===== src/rtl/dac_pkg.sv =====
// dac_pkg: shared definitions for the DAC sample scheduler.
//   dac_state_e     frame FSM states
//   DAC_CFG         command nibble sent ahead of every code
//                   (channel A, unbuffered, 1x gain, active)
//   DAC_MIDSCALE    offset-binary code for silence
//   DAC_FRAME_BITS  bits per serial frame
//   dac_code()      signed 16-bit sample -> 12-bit offset-binary code
package dac_pkg;
  typedef enum logic [1:0] {IDLE, SETUP, SHIFT, HOLD} dac_state_e;

  localparam logic [3:0]  DAC_CFG        = 4'b0011;
  localparam logic [11:0] DAC_MIDSCALE   = 12'h800;
  localparam int          DAC_FRAME_BITS = 16;

  // Flipping the sign bit turns two's complement into offset binary.
  function automatic logic [11:0] dac_code(input logic [15:0] s);
    return {~s[15], s[14:4]};
  endfunction
endpackage


===== src/rtl/dac_tick_gen.sv =====
// dac_tick_gen: free-running sample-rate divider.
//   clk_25mhz  in   system clock
//   reset      in   async, active-high; counter restarts at 0
//   tick       out  one-cycle strobe every CLK_HZ/SAMPLE_HZ cycles
module dac_tick_gen #(
  parameter int CLK_HZ    = 25_000_000,
  parameter int SAMPLE_HZ = 48_000
) (
  input  logic clk_25mhz,
  input  logic reset,
  output logic tick
);
  localparam int TICK_DIV = CLK_HZ / SAMPLE_HZ;
  localparam int CW       = (TICK_DIV > 2) ? $clog2(TICK_DIV) : 1;
  localparam logic [CW-1:0] LAST = CW'(TICK_DIV - 1);

  logic [CW-1:0] cnt;

  always_ff @(posedge clk_25mhz or posedge reset)
    if (reset)            cnt <= '0;
    else if (cnt == LAST) cnt <= '0;
    else                  cnt <= cnt + CW'(1);

  assign tick = (cnt == LAST);
endmodule


===== src/rtl/dac_sample_scheduler.sv =====
// dac_sample_scheduler: arbitrates two sample sources at the DAC update
// rate and serialises one 16-bit command word per tick.
//   clk_25mhz               in   system clock
//   reset                   in   async, active-high
//   src0/1_valid, _data     in   pending signed sample per requester
//   src0/1_ready            out  accept strobe, tick cycle only
//   mute                    in   send midscale instead of the sample
//   dac_cs_n/sclk/sdo       out  SPI-style DAC link, MSB first, sclk idle low
//   frame_done              out  pulse in the last cycle of a frame
//   underrun                out  pulse when a tick finds no requester
// Frame timing (H = SCLK_HALF): tick cycle, SETUP for one full SCLK period
// (2H), 16 bits of H high + H low, HOLD for H with cs_n high. That totals
// 2H*17 + H + 1 cycles, frame_done landing 35H cycles after the tick.
module dac_sample_scheduler
  import dac_pkg::*;
#(
  parameter int CLK_HZ    = 25_000_000,
  parameter int SAMPLE_HZ = 48_000,
  parameter int SCLK_HALF = 2
) (
  input  logic        clk_25mhz,
  input  logic        reset,
  input  logic        src0_valid,
  input  logic [15:0] src0_data,
  output logic        src0_ready,
  input  logic        src1_valid,
  input  logic [15:0] src1_data,
  output logic        src1_ready,
  input  logic        mute,
  output logic        dac_cs_n,
  output logic        dac_sclk,
  output logic        dac_sdo,
  output logic        frame_done,
  output logic        underrun
);
  localparam int TICK_DIV  = CLK_HZ / SAMPLE_HZ;
  localparam int FRAME_LEN = 2 * SCLK_HALF * 17 + SCLK_HALF + 1;
  localparam int PW        = $clog2(2 * SCLK_HALF);
  localparam int BW        = $clog2(DAC_FRAME_BITS);
  localparam logic [PW-1:0] PH_HI_END = PW'(SCLK_HALF - 1);
  localparam logic [PW-1:0] PH_END    = PW'(2 * SCLK_HALF - 1);
  localparam logic [BW-1:0] BIT_LAST  = BW'(DAC_FRAME_BITS - 1);

  // A frame must finish before the next tick, so IDLE never misses one.
  if (FRAME_LEN >= TICK_DIV) begin : g_frame_too_long
    $error("dac_sample_scheduler: frame length must be shorter than the tick period");
  end

  logic tick;

  dac_tick_gen #(.CLK_HZ(CLK_HZ), .SAMPLE_HZ(SAMPLE_HZ)) u_tick (
    .clk_25mhz (clk_25mhz),
    .reset     (reset),
    .tick      (tick)
  );

  dac_state_e    state, state_nxt;
  logic [PW-1:0] ph, ph_nxt;          // phase within the current SCLK period
  logic [BW-1:0] bit_cnt, bit_nxt;
  logic [15:0]   shreg, sh_nxt;       // sdo is always shreg[15]
  logic          last_grant, lg_nxt;  // 1 = src1 was granted last
  logic [11:0]   last_code, lc_nxt;
  logic [11:0]   code;
  logic          gnt1, take;

  always_ff @(posedge clk_25mhz or posedge reset)
    if (reset) begin
      state      <= IDLE;
      ph         <= '0;
      bit_cnt    <= '0;
      shreg      <= '0;
      last_grant <= 1'b1;
      last_code  <= DAC_MIDSCALE;
    end else begin
      state      <= state_nxt;
      ph         <= ph_nxt;
      bit_cnt    <= bit_nxt;
      shreg      <= sh_nxt;
      last_grant <= lg_nxt;
      last_code  <= lc_nxt;
    end

  always_comb begin
    state_nxt  = state;
    ph_nxt     = ph;
    bit_nxt    = bit_cnt;
    sh_nxt     = shreg;
    lg_nxt     = last_grant;
    lc_nxt     = last_code;
    code       = last_code;
    take       = 1'b0;
    gnt1       = 1'b0;
    src0_ready = 1'b0;
    src1_ready = 1'b0;
    underrun   = 1'b0;
    frame_done = 1'b0;
    dac_cs_n   = 1'b1;
    dac_sclk   = 1'b0;
    dac_sdo    = 1'b0;
    case (state)
      IDLE: if (tick) begin
        take = src0_valid | src1_valid;
        // src1 wins when alone, or on a tie if src0 went last.
        gnt1 = src1_valid & (~src0_valid | ~last_grant);
        if (take) begin
          src0_ready = ~gnt1;
          src1_ready = gnt1;
          lg_nxt     = gnt1;
          code       = mute ? DAC_MIDSCALE : dac_code(gnt1 ? src1_data : src0_data);
        end else begin
          underrun = 1'b1;
        end
        lc_nxt    = code;
        sh_nxt    = {DAC_CFG, code};
        ph_nxt    = '0;
        bit_nxt   = '0;
        state_nxt = SETUP;
      end
      SETUP: begin
        dac_cs_n = 1'b0;
        dac_sdo  = shreg[15];
        if (ph == PH_END) begin
          ph_nxt    = '0;
          state_nxt = SHIFT;
        end else begin
          ph_nxt = ph + PW'(1);
        end
      end
      SHIFT: begin
        dac_cs_n = 1'b0;
        dac_sdo  = shreg[15];
        dac_sclk = (ph <= PH_HI_END);
        // Shift as sclk falls so sdo is stable across each high phase.
        if (ph == PH_HI_END) sh_nxt = {shreg[14:0], 1'b0};
        if (ph == PH_END) begin
          ph_nxt = '0;
          if (bit_cnt == BIT_LAST) state_nxt = HOLD;
          else                     bit_nxt   = bit_cnt + BW'(1);
        end else begin
          ph_nxt = ph + PW'(1);
        end
      end
      HOLD: begin
        if (ph == PH_HI_END) begin
          frame_done = 1'b1;
          state_nxt  = IDLE;
        end else begin
          ph_nxt = ph + PW'(1);
        end
      end
      default: state_nxt = IDLE;
    endcase
  end
endmodule


===== config.mk =====
export PLATFORM = sky130hd
export DESIGN_NAME = dac_sample_scheduler
export DESIGN_NICKNAME = d
export VERILOG_FILES = /design/src/rtl/dac_pkg.sv /design/src/rtl/dac_tick_gen.sv /design/src/rtl/dac_sample_scheduler.sv
export SDC_FILE = /design/constraint.sdc
export NUM_CORES = 1
export LEC_CHECK = 0
export BUFFER_PORTS_ARGS = -buffer_cell sky130_fd_sc_hd__buf_2
export CAP_MARGIN = 5
export CORE_UTILIZATION = 60
export DETAILED_ROUTE_END_ITERATION = 10
export GPL_TIMING_DRIVEN = 0
export PLACE_DENSITY = 0.81
export SYNTH_ARGS = -nofsm -noshare
export SYNTH_HDL_FRONTEND = slang
export SYNTH_HIERARCHICAL = 1
export SYNTH_SLANG_ARGS = --single-unit

===== constraint.sdc =====
create_clock -name clk_25mhz -period 4.9 [get_ports clk_25mhz]
set_input_delay 0.98 -clock clk_25mhz [delete_from_list [all_inputs] [get_ports clk_25mhz]]
set_output_delay 0.98 -clock clk_25mhz [all_outputs]
set_load 0.02 [all_outputs]

# Word level (Yosys, flattened, before mapping)
# Cells that the tools add are included.
totals:
  reg_bits: 47
  in_bits: 37
classes:
  bitwise_logic: 7
  add_sub_neg: 3
  eq_ne: 15
  reduce_logical: 9
  n_lt_le_gt_ge: 1
  muxes: 35
ops:
  columns: ["operator", "count"]
  rows:
  - ["2-to-1 mux 16 bit", 3]
  - ["one-hot mux 16 bit (2 select lines)", 1]
  - ["2-to-1 mux 12 bit", 2]
  - ["2-to-1 mux 2 bit", 8]
  - ["inequality test 2 bit, second input constant", 8]
  - ["2-to-1 mux 1 bit", 14]
  - ["2-to-1 mux 4 bit", 3]
  - ["adder 10 x 1 -> 10 bit, second input constant", 1]
  - ["== test 10 bit, second input constant", 1]
  - ["2-to-1 mux 10 bit", 1]
  - ["one-hot mux 2 bit (4 select lines)", 1]
  - ["one-hot mux 4 bit (2 select lines)", 1]
  - ["== test 2 bit, second input constant", 3]
  - ["one-hot mux 2 bit (3 select lines)", 1]
  - ["AND reduction 3 bit", 2]
  - ["AND reduction 5 bit", 1]
  - ["adder 4 x 1 -> 4 bit, second input constant", 1]
  - ["== test 2 x 1 -> 1 bit, second input constant", 2]
  - ["== test 4 bit, second input constant", 1]
  - ["inverter 1 bit", 4]
  - ["AND reduction 2 bit", 2]
  - ["AND reduction 4 bit", 1]
  - ["adder 2 x 1 -> 2 bit, second input constant", 1]
  - ["<= comparator 2 x 1 -> 1 bit, second input constant", 1]
  - ["5 further kinds", 6]

# Depth between registers and ports, before layout
# Gate-level depths: netlist (run 1).
depth:
  depth_word: 9
  depth_mapped: 9
  depth_no_buf: 6

# Hierarchy
# The synthesis (run 1) kept the hierarchy.
by_module_without_submodules:
  columns: ["module", "area_each_um2", "cells_per_inst", "instances"]
  rows:
  - ["dac_sample_scheduler", 2083.2, 225, 1]
  - ["dac_tick_gen", 460.4, 41, 1]

# Worst setup path before layout (run 1)
# OpenSTA, ideal clock, no wires.
synth_path:
  path_type: "flip-flop to output port"
  startpoint: "reg u_tick.cnt[4]"
  endpoint: "out src0_ready"
  t_arrival_ns: 1.912
  slack_ns: 2.008
  path_stages_with_launch: 8
  path_cell_list: "dfrtp_1 -> nor4b_1 -> and4_2 -> clkbuf_1 -> and2_1 -> o21ai_1 -> buf_2 -> nor2_1"
synth_via:
  elab_chain_len: 3
synth_lines:
  columns: ["item", "line", "rtl"]
  rows:
  - ["from (decl)", "dac_tick_gen.sv:17", "logic [CW-1:0] cnt;"]
  - ["from (signal assigned)", "dac_tick_gen.sv:22", "else cnt <= cnt + CW'(1);"]
  - ["== test 10 bit", "dac_tick_gen.sv:24", "assign tick = (cnt == LAST);"]
  - ["named net tick", "dac_sample_scheduler.sv:49", "logic tick;"]
  - ["2-to-1 mux 1 bit", "dac_sample_scheduler.sv:101", "IDLE: if (tick) begin"]
  - ["2-to-1 mux 1 bit", "dac_sample_scheduler.sv:100", "case (state)"]
  - ["to (decl)", "dac_sample_scheduler.sv:25", "output logic src0_ready,"]
# The timed path passes the listed nets, and every way through them passes these cells.

# Worst setup path after layout (run 1)
# Same ends and word-level chain as after synthesis.

==> results of run 1 <==
final cells by class:
cell class	count	share of cell area
Buffer	18	0.03145
Clock buffer	6	0.02883
Clock inverter	1	0.001747
Inverter	21	0.02752
Multi-Input combinational cell	180	0.4177
Sequential cell	47	0.4115
Tap cell	50	0.02184
Timing Repair Buffer	34	0.05941
through the flow:
step	instances	total power, mW	utilization	cell area (um^2)	hold WS [ns]
finish	357	0.6783	0.7109	2864	0.4867
global route	357	0.7078	0.7109	2864	0.5038
CTS	357	0.6840	0.7109	2864	0.4860
detailed placement	350	0.4518	0.6891	2776	0.4661
global placement	350	0.4502	0.6891	2776	0.4580
floorplan	266	0.4296	-	2544	0.4424
worst max-delay path by stage:
stage               slack (ns)     startpoint  cells after the start          to
floorplan                 2.01  u_tick/cnt[4]                      7  src0_ready
global placement          1.80  u_tick/cnt[4]                      8  src0_ready
detailed placement        1.72  u_tick/cnt[4]                      8  src0_ready
CTS                       1.40  u_tick/cnt[4]                      8  src0_ready
global route              1.25  u_tick/cnt[8]                      8  src0_ready
finish                    1.42  u_tick/cnt[4]                      8  src0_ready
routing by layer:
layer	share of wire	global-route usage	vias to the layer above	routed length (um)
met3	0.042	0.04966	6	231
met5	0	0	-	0
met4	0.0096	0.07713	0	53
li1	-	-	1035	-
met1	0.49	0.3904	1033	2706
met2	0.46	0.3963	61	2548
report_power, final:
group	leakage, nW	internal, mW	switching, mW	total [mW]
Clock	0.0470	0.111	0.123	0.234
Sequential	0.623	0.392	0.00212	0.394
Combinational	0.645	0.0186	0.0321	0.0507
placed cells by master, fill, tap and decap left out, types with 2 or more instances in the layout:
cell type / netlist / layout
nand3_1: 9 / 9
nor2_1: 10 / 10
o21ai_0: 16 / 16
a22o_1: 11 / 11
clkbuf_8: 0 / 6
nor4b_1: 2 / 2
o41ai_1: 2 / 2
xor2_1: 5 / 5
nor2b_1: 3 / 3
xnor2_1: 2 / 2
mux2i_1: 4 / 4
o21ai_1: 2 / 2
nand2b_1: 3 / 3
a32oi_1: 11 / 11
dfrtp_1: 45 / 45
nand2_1: 28 / 28
a21oi_1: 21 / 21
ha_1: 9 / 9
clkbuf_1: 7 / 7
buf_2: 8 / 42
dfstp_2: 2 / 2
nand4_1: 2 / 2
nor3_1: 4 / 4
inv_1: 21 / 20
o31ai_1: 14 / 14
a21o_1: 2 / 2
and2_1: 3 / 3
cells by family after synthesis:
| kind of cell | Yosys count | share of synthesized area |
|---|---|---|
| mux | 4 | 0.01574 |
| xor+xnor | 7 | 0.02410 |
| simple gates | 70 | 0.1382 |
| fa+ha+maj | 9 | 0.04427 |
| compound gates | 90 | 0.2479 |
| flops | 47 | 0.4634 |
| buf+inv | 39 | 0.06641 |
critical path: stages, from the launching register on:
cell and delay, ns:
dfrtp_1 0.43, nor4b_1 0.31, and4_2 0.25, clkbuf_1 0.25
and2_1 0.23, o21ai_1 0.21, buf_2 0.26, nor2_1 0.11
buf_2 0.16
state kept, by name (all words and copies together) (netlist names):
name	flops
u_tick/cnt	10
last_grant	1
ph	2
bit_cnt	4
state	2
shreg	16
last_code	12
==> flow_summary.ini, run 1 <==
[timing]
setup_ws_ns = 1.422
slew_violations = 0
timing.slew.headroom = 0.4720
fin_crit_sh = 0.7098
fin_crit_ns = 3.478
worst_pin_slew_ns = 0.7908
final-setup-viol-count = 0
finClkSkew_ns = 0.01104
fin_setup_tns_ns = 0
hold_viol_final = 0
fmax_mhz = 287.5
rsz0062_at_grt = false

[status]
status = finished clean

[worst_setup_path]
r2r_slack_ns = 2.55
reg2reg_from = u_tick/cnt[4]
cp.arrival_ns = 2.50
cp-end-kind = output pin
critPathMaxFanout = 10
worstRegToRegCells = 9
critPathRequiredTime_ns = 3.92
timing.critical_path.from_type = flop
r2r-end = shreg[11]
worst-setup-path-type = flop to output pin

[die]
die_area_um2 = 4504
die_h_um = 67.11
die_w_um = 67.11
start_util = 0.6314
ios = 44
fp.coreArea_um2 = 4029
placementRows = 23

[cts]
clock_latency_ns = 0.30
clockBufferDepth = 2
cts_tree = built
cts_buffers = 5
ctsHoldBuffers = 0
cts-root-buf = clkbuf_8
clock_sinks = 47
cts_max_level = 2
clk_pin_slew_ns = 0.08
cts_setup_buffers = 0
cts_resized = 0

[synth]
synth_seq_cells = 47
async_flop_share = 1.000
yosys-top-cells-area = dfrtp_1 (44%), ha_1 (4.4%), a21oi_1 (4.1%)
yosysSeqAreaShare = 0.4634
syn_nets = 312
syn_area_per_cell_um2 = 9.563
synth_cell_types = 46
synth_common_cells = dfrtp_1 (45), nand2_1 (28), a21oi_1 (21), inv_1 (21), o21ai_0 (16)
ys_warn_count = 6
synth_ff_type = dfrtp_1
yosys.area.top_type = dfrtp_1
synth_top_cell_area_share = 0.4427
post-synth-top-count-cell = dfrtp_1
synth_edf_count = 0
synth_area_um2 = 2544
synth_cells = 266

[hold_path]
whs_endpoint = last_code[3]
hold_depth = 2
hold_path_class = flop to flop
hp-start = last_code[3]

[global_routing]
grt_use_total = 0.2659
grt_max_degree = 38
grt_pass1_wl_mm = 8.928
grt_overflow_total = 0
grt_pass1_vias = 1864
antenna_found_initial = 0

[route]
dr.pass1.iters = 4
vias = 2135
drt_drc_violations_left = 0
drt_iter0_drc = 165
drt_wl_total_mm = 5.540
ant_nets = 0
vias_per_cell = 5.980
wl_per_cell_um = 15.52

[finish]
final_nets = 353
seq_area_um2 = 1179
multiInputGateArea_um2 = 1196
diodes = 0
syn_to_final_growth_pct = 12.59
layout-drive-gt1-share = 0.2020
fill_cells = 298

[power]
ir_worst_vdd_v = 0.0002323
power_density_nw_per_um2 = 236.8
p_leak_nw = 1.315

[placement]
pre_cts_slack_ns = 1.725
place_congestion = 0.8203
dp_hpwl_mm = 3.990
portBuffers = 34

[run]
cap_violations = 0
No activity file was read; power rests on OpenSTA's default activity.
==> inputs of run 2 (changes only) <==
--- a/config.mk
+++ b/config.mk
@@ -7,10 +7,10 @@
 export LEC_CHECK = 0
 export BUFFER_PORTS_ARGS = -buffer_cell sky130_fd_sc_hd__buf_2
 export CAP_MARGIN = 5
-export CORE_UTILIZATION = 60
+export CORE_UTILIZATION = 50
 export DETAILED_ROUTE_END_ITERATION = 10
 export GPL_TIMING_DRIVEN = 0
-export PLACE_DENSITY = 0.81
+export PLACE_DENSITY = 0.71
 export SYNTH_ARGS = -nofsm -noshare
 export SYNTH_HDL_FRONTEND = slang
 export SYNTH_HIERARCHICAL = 1
==> constraint.sdc (replaced) <==
create_clock -name clk_25mhz -period 3.03 [get_ports clk_25mhz]
set_input_delay 0.606 -clock clk_25mhz [delete_from_list [all_inputs] [get_ports clk_25mhz]]
set_output_delay 0.606 -clock clk_25mhz [all_outputs]
set_load 0.02 [all_outputs]
==> flow_summary.ini, run 2 (synthesized netlist as in run 1, its figures left out) <==
[status]
status = finished clean

[timing]
finClkSkew_ns = 0.01482
slew_violations = 0
worst_pin_slew_ns = 0.7850
setup_ws_ns = 0.1916
final-setup-viol-count = 0
fmax_mhz = 352.3
rsz0062_at_grt = false
hold_viol_final = 0
fin_crit_sh = 0.9368
fin_crit_ns = 2.838
hold-worst-slack_ns = 0.2775
fin_setup_tns_ns = 0
timing.slew.headroom = 0.4759

[placement]
place_congestion = 0.8004
dp_hpwl_mm = 3.952
pre_cts_slack_ns = 0.2651
portBuffers = 34

[finish]
largest_reg_flops = 16
final_nets = 352
fill_cells = 456
diodes = 0
regMostFlops = shreg
syn_to_final_growth_pct = 13.13
layout_commonest_cell = dfrtp_1
layout_common_cells = dfrtp_1 (45), buf_2 (42), nand2_1 (28)
layout-drive-gt1-share = 0.1987
top_regs = shreg: 16 flops, last_code: 12 flops, u_tick/cnt: 10 flops

[worst_setup_path]
cp-end-kind = output pin
crit_family = simple AND/OR/NAND/NOR gates
crit_path_frequent_cell = buf_2
timing.critical_path.from_type = flop
critPathRequiredTime_ns = 2.42
critPathBufInv = 2
critPathMaxFanout = 10
cp.arrival_ns = 2.23
max_stage_delay_ns = 0.43
worst-setup-path-type = flop to output pin
crit_slowest_cell = dfrtp_1
cp_cell_sequence = nor4b_1, and4_2, and2_1, o21ai_2, buf_2, nor2_1, buf_2

[cts]
clockBufferDepth = 2
ctsHoldBuffers = 0
clock_latency_ns = 0.30
cts_max_level = 2
clock_sinks = 47
cts_tree = built
cts-root-buf = clkbuf_8
cts_setup_buffers = 0
clk_pin_slew_ns = 0.09
cts_buffers = 5

[route]
drt_wl_total_mm = 5.506
drt_iter0_drc = 133
dr.pass1.iters = 4
ant_nets = 0
wl_per_cell_um = 14.72
drt_drc_violations_left = 0
vias = 2086
vias_per_cell = 5.578

[die]
die_w_um = 73.33
placementRows = 25
die_area_um2 = 5377
start_util = 0.5281
ios = 44
fp.coreArea_um2 = 4817
die_h_um = 73.33

[global_routing]
grt_pass1_wl_mm = 9.239
grt_overflow_total = 0
antenna_found_initial = 0
grt_use_total = 0.2257
grt_pass1_vias = 1980
grt_max_degree = 38

[power]
ir_worst_vdd_v = 0.0003284
power_density_nw_per_um2 = 376.2
p_leak_nw = 1.307

[hold_path]
hold_path_class = primary input to asynchronous set/reset pin

[run]
cap_violations = 0
-- run 2: cell types whose count changed in the layout (fill, tap and decap cells not counted) --
cell and change:
o21ai_1 -1, clkinv_2 -1, clkbuf_8 -1, o21ai_2 +1, clkbuf_1 +2
-- run 2: stage by stage --
step / utilization / power (mW) / cell area, um^2 / cells
6_report: 0.5974 / 1.083 / 2878 / 374
5_1_grt: 0.5974 / 1.123 / 2878 / 374
4_1_cts: 0.5966 / 1.092 / 2874 / 374
3_5_place_dp: 0.5808 / 0.7307 / 2798 / 367
3_3_place_gp: 0.5808 / 0.7294 / 2798 / 367
2_1_floorplan: - / 0.6947 / 2544 / 266
-- run 2: area by class of cell --
cell class	count	area (um^2)	area share
Buffer	17	86.33	0.03000
Clock buffer	8	80.08	0.02783
Inverter	21	78.83	0.02739
Multi-Input combinational cell	180	1200	0.4170
Sequential cell	47	1179	0.4096
Tap cell	67	83.83	0.02913
Timing Repair Buffer	34	170.2	0.05913
-- run 2: final timing paths --
path                            slack [ns]             to     startpoint  cells after the start
worst max register to register        0.86      shreg[11]  u_tick/cnt[4]                      8
max in group asynchronous             2.07   last_code[8]          reset                      2
worst max-delay path                  0.19     src0_ready  u_tick/cnt[4]                      7
worst min-delay path                  0.28  u_tick/cnt[9]          reset                      2
min in group clk_25mhz                0.48      shreg[13]      shreg[13]                      2
worst min register to register        0.48      shreg[13]      shreg[13]                      2
-- run 2: timing repair --
action,4_1_cts,5_1_grt
cloned,0,0
gates resized for setup,0,1
hold endpoints to repair,0,0
endpoints found under the setup margin,1,1
-- run 2: power breakdown --
part / switching (mW) / internal, mW
sequential: 0.00327 / 0.633
combinational: 0.0520 / 0.0300
clock: 0.200 / 0.164
total: 0.255 / 0.828
-- run 2: per-layer routing --
metal | vias to the layer above | global-route usage | wire, um
met5 | - | 0 | 0
li1 | 1041 | - | -
met2 | 55 | 0.3447 | 2463
met4 | 0 | 0.08547 | 66
met3 | 6 | 0.04527 | 180
met1 | 984 | 0.3177 | 2795
